**src/rtl/alu_pkg.sv**
```systemverilog
// Shared definitions for the ALU sequencer: ALUControl opcodes, FSM states and
// the shift-opcode classifier.
package alu_pkg;

   localparam logic [3:0] OP_AND   = 4'b0000;
   localparam logic [3:0] OP_OR    = 4'b0001;
   localparam logic [3:0] OP_NOT   = 4'b0010;
   localparam logic [3:0] OP_XOR   = 4'b0011;
   localparam logic [3:0] OP_SUMA  = 4'b0100;
   localparam logic [3:0] OP_RESTA = 4'b0101;
   localparam logic [3:0] OP_LOG_I = 4'b0110;
   localparam logic [3:0] OP_LOG_D = 4'b0111;
   localparam logic [3:0] OP_ARI_I = 4'b1000;
   localparam logic [3:0] OP_ARI_D = 4'b1001;

   typedef enum logic [1:0] {
      S_IDLE = 2'd0,
      S_LOAD = 2'd1,
      S_EXEC = 2'd2,
      S_RESP = 2'd3
   } state_t;

   function automatic logic is_shift(input logic [3:0] op);
      return (op >= OP_LOG_I) && (op <= OP_ARI_D);
   endfunction

endpackage

```
**src/rtl/alu_sequencer_if.sv**
```systemverilog
// Host-side bundle of the sequencer: register load port, command port and
// response port.
interface alu_sequencer_if #(
   parameter int N    = 4,
   parameter int NREG = 4,
   parameter int CW   = 3
);
   localparam int AW = $clog2(NREG);

   logic          wr_en;
   logic [AW-1:0] wr_addr;
   logic [N-1:0]  wr_data;

   logic          cmd_valid;
   logic          cmd_ready;
   logic [3:0]    cmd_op;
   logic [AW-1:0] cmd_ra;
   logic [AW-1:0] cmd_rb;
   logic [AW-1:0] cmd_rd;
   logic [CW-1:0] cmd_count;

   logic          res_valid;
   logic          res_ready;
   logic [N-1:0]  res_data;
   logic [2:0]    res_flags;

   modport master (
      output wr_en, wr_addr, wr_data,
      output cmd_valid, cmd_op, cmd_ra, cmd_rb, cmd_rd, cmd_count,
      output res_ready,
      input  cmd_ready, res_valid, res_data, res_flags
   );

   modport slave (
      input  wr_en, wr_addr, wr_data,
      input  cmd_valid, cmd_op, cmd_ra, cmd_rb, cmd_rd, cmd_count,
      input  res_ready,
      output cmd_ready, res_valid, res_data, res_flags
   );

endinterface

```
**src/rtl/alu_regfile.sv**
```systemverilog
// NREG x N register file: one synchronous write port, two combinational read
// ports, cleared by the asynchronous reset.
module alu_regfile #(
   parameter int N    = 4,
   parameter int NREG = 4,
   parameter int AW   = $clog2(NREG)
) (
   input  logic          clk,
   input  logic          rst_n,
   input  logic          we_i,
   input  logic [AW-1:0] waddr_i,
   input  logic [N-1:0]  wdata_i,
   input  logic [AW-1:0] raddr_a_i,
   input  logic [AW-1:0] raddr_b_i,
   output logic [N-1:0]  rdata_a_o,
   output logic [N-1:0]  rdata_b_o
);

   logic [N-1:0] mem_q [NREG];

   always_ff @(posedge clk or negedge rst_n) begin
      if (!rst_n) begin
         for (int i = 0; i < NREG; i++) mem_q[i] <= '0;
      end else if (we_i) begin
         mem_q[waddr_i] <= wdata_i;
      end
   end

   assign rdata_a_o = mem_q[raddr_a_i];
   assign rdata_b_o = mem_q[raddr_b_i];

endmodule

```
**src/rtl/alu_sequencer.sv**
```systemverilog
// Command-driven controller for the shared combinational ALU: fetches operands
// from the local register file, iterates shifts, writes back and responds.
//
// state  | meaning
// S_IDLE | waiting for a command; host register loads accepted
// S_LOAD | registered read of RF[ra], RF[rb] into op_a/op_b
// S_EXEC | ALU driven; op_a <= Y each edge until the iteration count expires
// S_RESP | result and flags held until res_ready
module alu_sequencer
   import alu_pkg::*;
#(
   parameter int N    = 4,
   parameter int NREG = 4,
   parameter int CW   = 3
) (
   input  logic               clk,
   input  logic               rst_n,
   alu_sequencer_if.slave     bus,
   output logic               busy_o,
   output logic [N-1:0]       alu_a_o,
   output logic [N-1:0]       alu_b_o,
   output logic [3:0]         alu_ctrl_o,
   input  logic [N-1:0]       alu_y_i,
   input  logic [2:0]         alu_flags_i
);

   localparam int AW = $clog2(NREG);

   state_t        state_q, state_d;
   logic [3:0]    op_q;
   logic [AW-1:0] ra_q, rb_q, rd_q;
   logic [CW-1:0] iter_q, iter_init;
   logic [N-1:0]  op_a_q, op_b_q, res_data_q;
   logic [2:0]    res_flags_q;

   logic          last_iter;
   logic          rf_we;
   logic [AW-1:0] rf_waddr;
   logic [N-1:0]  rf_wdata, rf_rd_a, rf_rd_b;
   logic          cmd_ready, res_valid;

   assign last_iter = (iter_q == CW'(1));

   // Shift count 0 runs once; non-shift ops always take one EXEC cycle.
   assign iter_init = (is_shift(bus.cmd_op) && (bus.cmd_count != '0)) ? bus.cmd_count : CW'(1);

   always_ff @(posedge clk or negedge rst_n) begin
      if (!rst_n) state_q <= S_IDLE;
      else        state_q <= state_d;
   end

   always_comb begin
      state_d = state_q;
      case (state_q)
         S_IDLE:  if (bus.cmd_valid) state_d = S_LOAD;
         S_LOAD:  state_d = S_EXEC;
         S_EXEC:  if (last_iter) state_d = S_RESP;
         S_RESP:  if (bus.res_ready) state_d = S_IDLE;
         default: state_d = S_IDLE;
      endcase
   end

   always_comb begin
      cmd_ready  = (state_q == S_IDLE);
      res_valid  = (state_q == S_RESP);
      busy_o     = (state_q != S_IDLE);
      alu_a_o    = '0;
      alu_b_o    = '0;
      alu_ctrl_o = '0;
      if (state_q == S_EXEC) begin
         alu_a_o    = op_a_q;
         alu_b_o    = op_b_q;
         alu_ctrl_o = op_q;
      end
   end

   assign bus.cmd_ready = cmd_ready;
   assign bus.res_valid = res_valid;
   assign bus.res_data  = res_data_q;
   assign bus.res_flags = res_flags_q;

   // Host loads only land in IDLE; write-back only on the final EXEC edge.
   assign rf_we    = ((state_q == S_IDLE) && bus.wr_en) || ((state_q == S_EXEC) && last_iter);
   assign rf_waddr = (state_q == S_EXEC) ? rd_q : bus.wr_addr;
   assign rf_wdata = (state_q == S_EXEC) ? alu_y_i : bus.wr_data;

   alu_regfile #(.N(N), .NREG(NREG), .AW(AW)) u_rf (
      .clk       (clk),
      .rst_n     (rst_n),
      .we_i      (rf_we),
      .waddr_i   (rf_waddr),
      .wdata_i   (rf_wdata),
      .raddr_a_i (ra_q),
      .raddr_b_i (rb_q),
      .rdata_a_o (rf_rd_a),
      .rdata_b_o (rf_rd_b)
   );

   always_ff @(posedge clk or negedge rst_n) begin
      if (!rst_n) begin
         op_q        <= '0;
         ra_q        <= '0;
         rb_q        <= '0;
         rd_q        <= '0;
         iter_q      <= '0;
         op_a_q      <= '0;
         op_b_q      <= '0;
         res_data_q  <= '0;
         res_flags_q <= '0;
      end else begin
         case (state_q)
            S_IDLE: begin
               if (bus.cmd_valid) begin
                  op_q   <= bus.cmd_op;
                  ra_q   <= bus.cmd_ra;
                  rb_q   <= bus.cmd_rb;
                  rd_q   <= bus.cmd_rd;
                  iter_q <= iter_init;
               end
            end
            S_LOAD: begin
               op_a_q <= rf_rd_a;
               op_b_q <= rf_rd_b;
            end
            S_EXEC: begin
               op_a_q <= alu_y_i;
               iter_q <= iter_q - CW'(1);
               if (last_iter) begin
                  res_data_q  <= alu_y_i;
                  res_flags_q <= alu_flags_i;
               end
            end
            default: ;
         endcase
      end
   end

endmodule

```
**src/flat_wrapper.sv**
```systemverilog
// flat-port wrapper written by rule: the top's interface ports become plain ports
module alu_sequencer_flat import alu_pkg::*;
#(
   parameter int N    = 4,
   parameter int NREG = 4,
   parameter int CW   = 3
)
  (clk, rst_n, busy_o, alu_a_o, alu_b_o, alu_ctrl_o, alu_y_i, alu_flags_i, bus_wr_en, bus_wr_addr, bus_wr_data, bus_cmd_valid, bus_cmd_op, bus_cmd_ra, bus_cmd_rb, bus_cmd_rd, bus_cmd_count, bus_res_ready, bus_cmd_ready, bus_res_valid, bus_res_data, bus_res_flags);
  alu_sequencer_if #(.N(N), .NREG(NREG), .CW(CW)) bus_i ();
  input  logic clk;
  input  logic rst_n;
  output logic busy_o;
  output logic [N-1:0] alu_a_o;
  output logic [N-1:0] alu_b_o;
  output logic [3:0] alu_ctrl_o;
  input  logic [N-1:0] alu_y_i;
  input  logic [2:0] alu_flags_i;
  input wire logic [$bits(bus_i.wr_en)-1:0] bus_wr_en;
  input wire logic [$bits(bus_i.wr_addr)-1:0] bus_wr_addr;
  input wire logic [$bits(bus_i.wr_data)-1:0] bus_wr_data;
  input wire logic [$bits(bus_i.cmd_valid)-1:0] bus_cmd_valid;
  input wire logic [$bits(bus_i.cmd_op)-1:0] bus_cmd_op;
  input wire logic [$bits(bus_i.cmd_ra)-1:0] bus_cmd_ra;
  input wire logic [$bits(bus_i.cmd_rb)-1:0] bus_cmd_rb;
  input wire logic [$bits(bus_i.cmd_rd)-1:0] bus_cmd_rd;
  input wire logic [$bits(bus_i.cmd_count)-1:0] bus_cmd_count;
  input wire logic [$bits(bus_i.res_ready)-1:0] bus_res_ready;
  output wire logic [$bits(bus_i.cmd_ready)-1:0] bus_cmd_ready;
  output wire logic [$bits(bus_i.res_valid)-1:0] bus_res_valid;
  output wire logic [$bits(bus_i.res_data)-1:0] bus_res_data;
  output wire logic [$bits(bus_i.res_flags)-1:0] bus_res_flags;
  assign bus_i.wr_en = bus_wr_en;
  assign bus_i.wr_addr = bus_wr_addr;
  assign bus_i.wr_data = bus_wr_data;
  assign bus_i.cmd_valid = bus_cmd_valid;
  assign bus_i.cmd_op = bus_cmd_op;
  assign bus_i.cmd_ra = bus_cmd_ra;
  assign bus_i.cmd_rb = bus_cmd_rb;
  assign bus_i.cmd_rd = bus_cmd_rd;
  assign bus_i.cmd_count = bus_cmd_count;
  assign bus_i.res_ready = bus_res_ready;
  assign bus_cmd_ready = bus_i.cmd_ready;
  assign bus_res_valid = bus_i.res_valid;
  assign bus_res_data = bus_i.res_data;
  assign bus_res_flags = bus_i.res_flags;
  alu_sequencer #(.N(N), .NREG(NREG), .CW(CW)) u_core (.clk(clk), .rst_n(rst_n), .bus(bus_i), .busy_o(busy_o), .alu_a_o(alu_a_o), .alu_b_o(alu_b_o), .alu_ctrl_o(alu_ctrl_o), .alu_y_i(alu_y_i), .alu_flags_i(alu_flags_i));
endmodule
```
**config.mk**
```make
export PLATFORM = sky130hd
export DESIGN_NAME = alu_sequencer_flat
export DESIGN_NICKNAME = d
export VERILOG_FILES = /design/src/rtl/alu_pkg.sv /design/src/rtl/alu_sequencer_if.sv /design/src/rtl/alu_regfile.sv /design/src/rtl/alu_sequencer.sv /design/src/flat_wrapper.sv
export SDC_FILE = /design/constraint.sdc
export NUM_CORES = 1
export LEC_CHECK = 0
export BUFFER_PORTS_ARGS = -buffer_cell sky130_fd_sc_hd__clkbuf_2
export CAP_MARGIN = 20
export CELL_PAD_IN_SITES_DETAIL_PLACEMENT = 0
export CELL_PAD_IN_SITES_GLOBAL_PLACEMENT = 1
export CORE_MARGIN = 1.5
export CORE_UTILIZATION = 35
export DETAILED_ROUTE_END_ITERATION = 12
export MAX_ROUTING_LAYER = met4
export PLACE_DENSITY = 0.66
export SLEW_MARGIN = 20
export SYNTH_ARGS = -nofsm -noshare
export SYNTH_HDL_FRONTEND = slang
export SYNTH_SLANG_ARGS = --single-unit
export TNS_END_PERCENT = 10
```
**constraint.sdc**
```tcl
create_clock -name clk -period 2.58 [get_ports clk]
set_input_delay 0.516 -clock clk [delete_from_list [all_inputs] [get_ports clk]]
set_output_delay 0.516 -clock clk [all_outputs]
set_load 0.02 [all_outputs]
```
==> flow_metrics.py <==
metrics = {
    "status": {
        "status": "complete, no violations",
    },
    "synthesis": {
        "synth_warnings": 0,
        "synth_top_area_share_pct": 47.2,
        "synth_common_cells": "50 x mux2_2, 46 x dfrtp_1, 13 x and2_1",
        "synth-seq-cells": 46,
        "muxShareOfSynthArea_pct": 30.1,
        "postSynthCellCount": 184,
        "async_reset_ff_share_pct": 100,
        "synth_edf_count": 0,
        "synth.cell_area_mm2": 0.00244,
        "synth-simple-area-share_pct": 7.53,
        "synth_area_leaders": "dfrtp_1 47%, mux2_2 23%, mux4_2 3.7%",
        "synth_fp_nets": 222,
        "synth.most_common_cell": "mux2_2",
        "yosysSeqAreaShare_pct": 47.2,
        "synth_top_family_by_area": "multiplexers",
        "synth-xor-area-share_pct": 0,
        "synth-compound-area-share_pct": 8.25,
        "synth_fa_ha_area_share_pct": 3.59,
        "synth_cell_types": 32,
        "synth_area_leader_cell": "dfrtp_1",
        "synth_flop_cell": "dfrtp_1",
        "avgSynthCellArea_um2": 13.3,
    },
    "route": {
        "routed-via-count": 1644,
        "viasPerCell": 5.12,
        "antenna_left": 0,
        "finalWirelength_mm": 5.26,
        "wire_per_inst_um": 16.4,
        "first_iter_violations": 102,
        "firstDrtPassIters": 4,
        "drcViolationCount": 0,
    },
    "timing": {
        "maxSlewViolCount": 0,
        "period_minus_slack_ns": 2.29,
        "tightest_slew_ns": 0.581,
        "clock_skew_ns": 0.00659,
        "rsz0062_at_grt": "no",
        "setup_viol": 0,
        "slew_headroom_pct": 61.2,
        "fmax_mhz": 436,
        "finalHoldViolCount": 0,
        "tns_ns": 0,
        "fin_crit_sh_pct": 88.9,
        "layout_setup_ws_ns": 0.286,
    },
    "worst_setup_path": {
        "cp-start-kind": "flip-flop",
        "r2r_slack_ns": 0.49,
        "cp-startpoint": "u_core.state_q[0]$_DFFE_PN0P_",
        "end_kind": "output port",
        "r2r-end": "u_core.u_rf.mem_q[12]$_DFFE_PN0P_",
        "rr_worst_depth": 5,
        "worstPathMaxFanout": 21,
        "r2r_start": "u_core.state_q[0]$_DFFE_PN0P_",
        "worstSetupPathType": "reg -> out",
        "critPathArrivalTime_ns": 1.78,
        "worst_ep_required_time_ns": 2.06,
    },
    "grt": {
        "antenna_found_initial": 0,
        "grt_pass1_vias": 1631,
        "grt_overflow": 0,
        "grtUsageTotal_pct": 16.0,
        "grt_first_pass_wirelength_mm": 8.77,
        "grt_max_degree": 23,
    },
    "cells_and_area": {
        "layout-drive-gt1-share_pct": 52.7,
        "n_antenna_cell": 0,
        "layout.nets": 278,
        "area_growth_pct": 18.8,
        "fillers": 650,
    },
    "min_path": {
        "hold_class": "in -> async",
    },
    "die": {
        "num_rows": 30,
        "die_w_um": 86.5,
        "core_mm2": 0.00676,
        "die_area_mm2": 0.00748,
        "ios": 53,
        "initial_core_util_pct": 36.1,
        "fp.dieH_um": 86.5,
    },
    "power_and_ir_drop": {
        "p_per_area_mw_per_mm2": 1320,
        "ir_drop_uv": 509,
        "p_leak_nw": 1.32,
    },
    "cts": {
        "clock_latency_ns": 0.29,
        "cts_buffers": 5,
        "cts_sinks": 46,
        "path_clk_slew_ns": 0.08,
        "clockBufferDepth": 2,
        "cts_root_buffer": "clkbuf_8",
        "h-tree-depth": 2,
        "tritoncts": "done",
    },
    "placement": {
        "io_buffers": 52,
        "dp_hpwl_mm": 4.08,
        "gp_congestion": 0.766,
        "pre_cts_ws_ns": 0.365,
    },
    "run": {
        "drv_cap": 0,
    },
}
sequential cells by signal, indices dropped and copies added (netlist names), 3 cells and up:
name / flops
u_core.op_b_q: 4
u_core.u_rf.mem_q: 16
u_core.op_a_q: 4
u_core.bus.res_flags: 3
u_core.iter_q: 3
u_core.bus.res_data: 4
u_core.op_q: 4
logic make-up (layout without fill, tap and decap cells):
family,after synthesis,in the layout
buf+inv,17,74
compound gates,21,21
flops,46,46
fa+ha+maj,7,7
simple gates,32,32
mux,61,61
metrics by stage:
stage          utilization [%]  instances  total power [mW]  instance area, um^2  hold slack [ns]
6_report                  42.9        321              3.84                 2900            0.204
5_1_grt                   42.9        321              4.14                 2900            0.246
4_1_cts                   42.9        321              3.89                 2900            0.220
3_5_place_dp              41.3        313              3.35                 2790            0.487
3_3_place_gp              41.3        313              3.32                 2790            0.483
2_1_floorplan                -        184              2.85                 2440            0.220
per-layer routing:
metal  track usage [%]  up-vias  routed length (um)
met4              4.40        0                  43
met1              21.4      817                2480
met3              3.24        5                 202
li1                  -      785                   -
met5                 -        -                   0
met2              24.9       37                2530
critical path, stage by stage, from the launching register on:
cell      delay (ns)
dfrtp_1         0.42
inv_1           0.11
ha_2            0.34
buf_4           0.28
and2_1          0.16
clkbuf_2        0.16
cell usage in the layout (no fill, tap or decap):
| cell type | n |
|---|---|
| clkbuf_2 | 52 |
| mux2_2 | 50 |
| dfrtp_1 | 46 |
| and2_1 | 13 |
| inv_1 | 9 |
| nor2_1 | 7 |
| a21oi_1 | 6 |
| ha_1 | 6 |
| a222oi_1 | 5 |
| clkbuf_8 | 5 |
| buf_4 | 5 |
| mux2i_1 | 4 |
| mux4_2 | 4 |
| a211oi_4 | 3 |
| nand2b_1 | 3 |
| nand3b_1 | 2 |
| mux2_4 | 2 |
| nand2_1 | 2 |
| clkbuf_1 | 2 |
| nand2_2 | 1 |
| nor2b_1 | 1 |
| or3b_2 | 1 |
| a31o_2 | 1 |
| a31oi_1 | 1 |
| o21ai_0 | 1 |
| o32a_1 | 1 |
| a211oi_2 | 1 |
| mux2_1 | 1 |
| or3_1 | 1 |
| nor3b_1 | 1 |
| a311oi_1 | 1 |
| a32o_1 | 1 |
| ha_2 | 1 |
| bufinv_16 | 1 |
how the worst max path moves through the flow:
stage	end	slack, ns	cells past startpoint
floorplan	alu_a_o[0]	0.47	7
finish	alu_a_o[3]	0.29	5
global placement	u_core.u_rf.mem_q[14]$_DFFE_PN0P_	0.42	5
global route	alu_a_o[3]	0.13	5
detailed placement	u_core.u_rf.mem_q[15]$_DFFE_PN0P_	0.37	5
CTS	alu_a_o[3]	0.09	5
where the power goes:
group	switching, mW	internal (mW)	leakage, nW
logic	0.936	1.00	0.716
registers	0.284	1.10	0.547
clock network	0.232	0.290	0.0524
repair_timing:
action | CTS | global route
resized for setup | 0 | 1
hold buffers | 0 | 0
buffers inserted | 0 | 0
endpoints found under the setup margin | 0 | 11
area by class of cell:
| type | instances | area (um^2) | share of cell area (%) |
|---|---|---|---|
| clock inverter | 1 | 30.0 | 1.04 |
| clock buffer | 7 | 76.3 | 2.63 |
| inverter | 9 | 33.8 | 1.17 |
| sequential | 46 | 1150 | 39.7 |
| timing repair buffer | 57 | 298 | 10.3 |
| multi-input combinational | 121 | 1210 | 41.7 |
| tap | 80 | 100 | 3.45 |
Power figures use the tool's default switching activity.
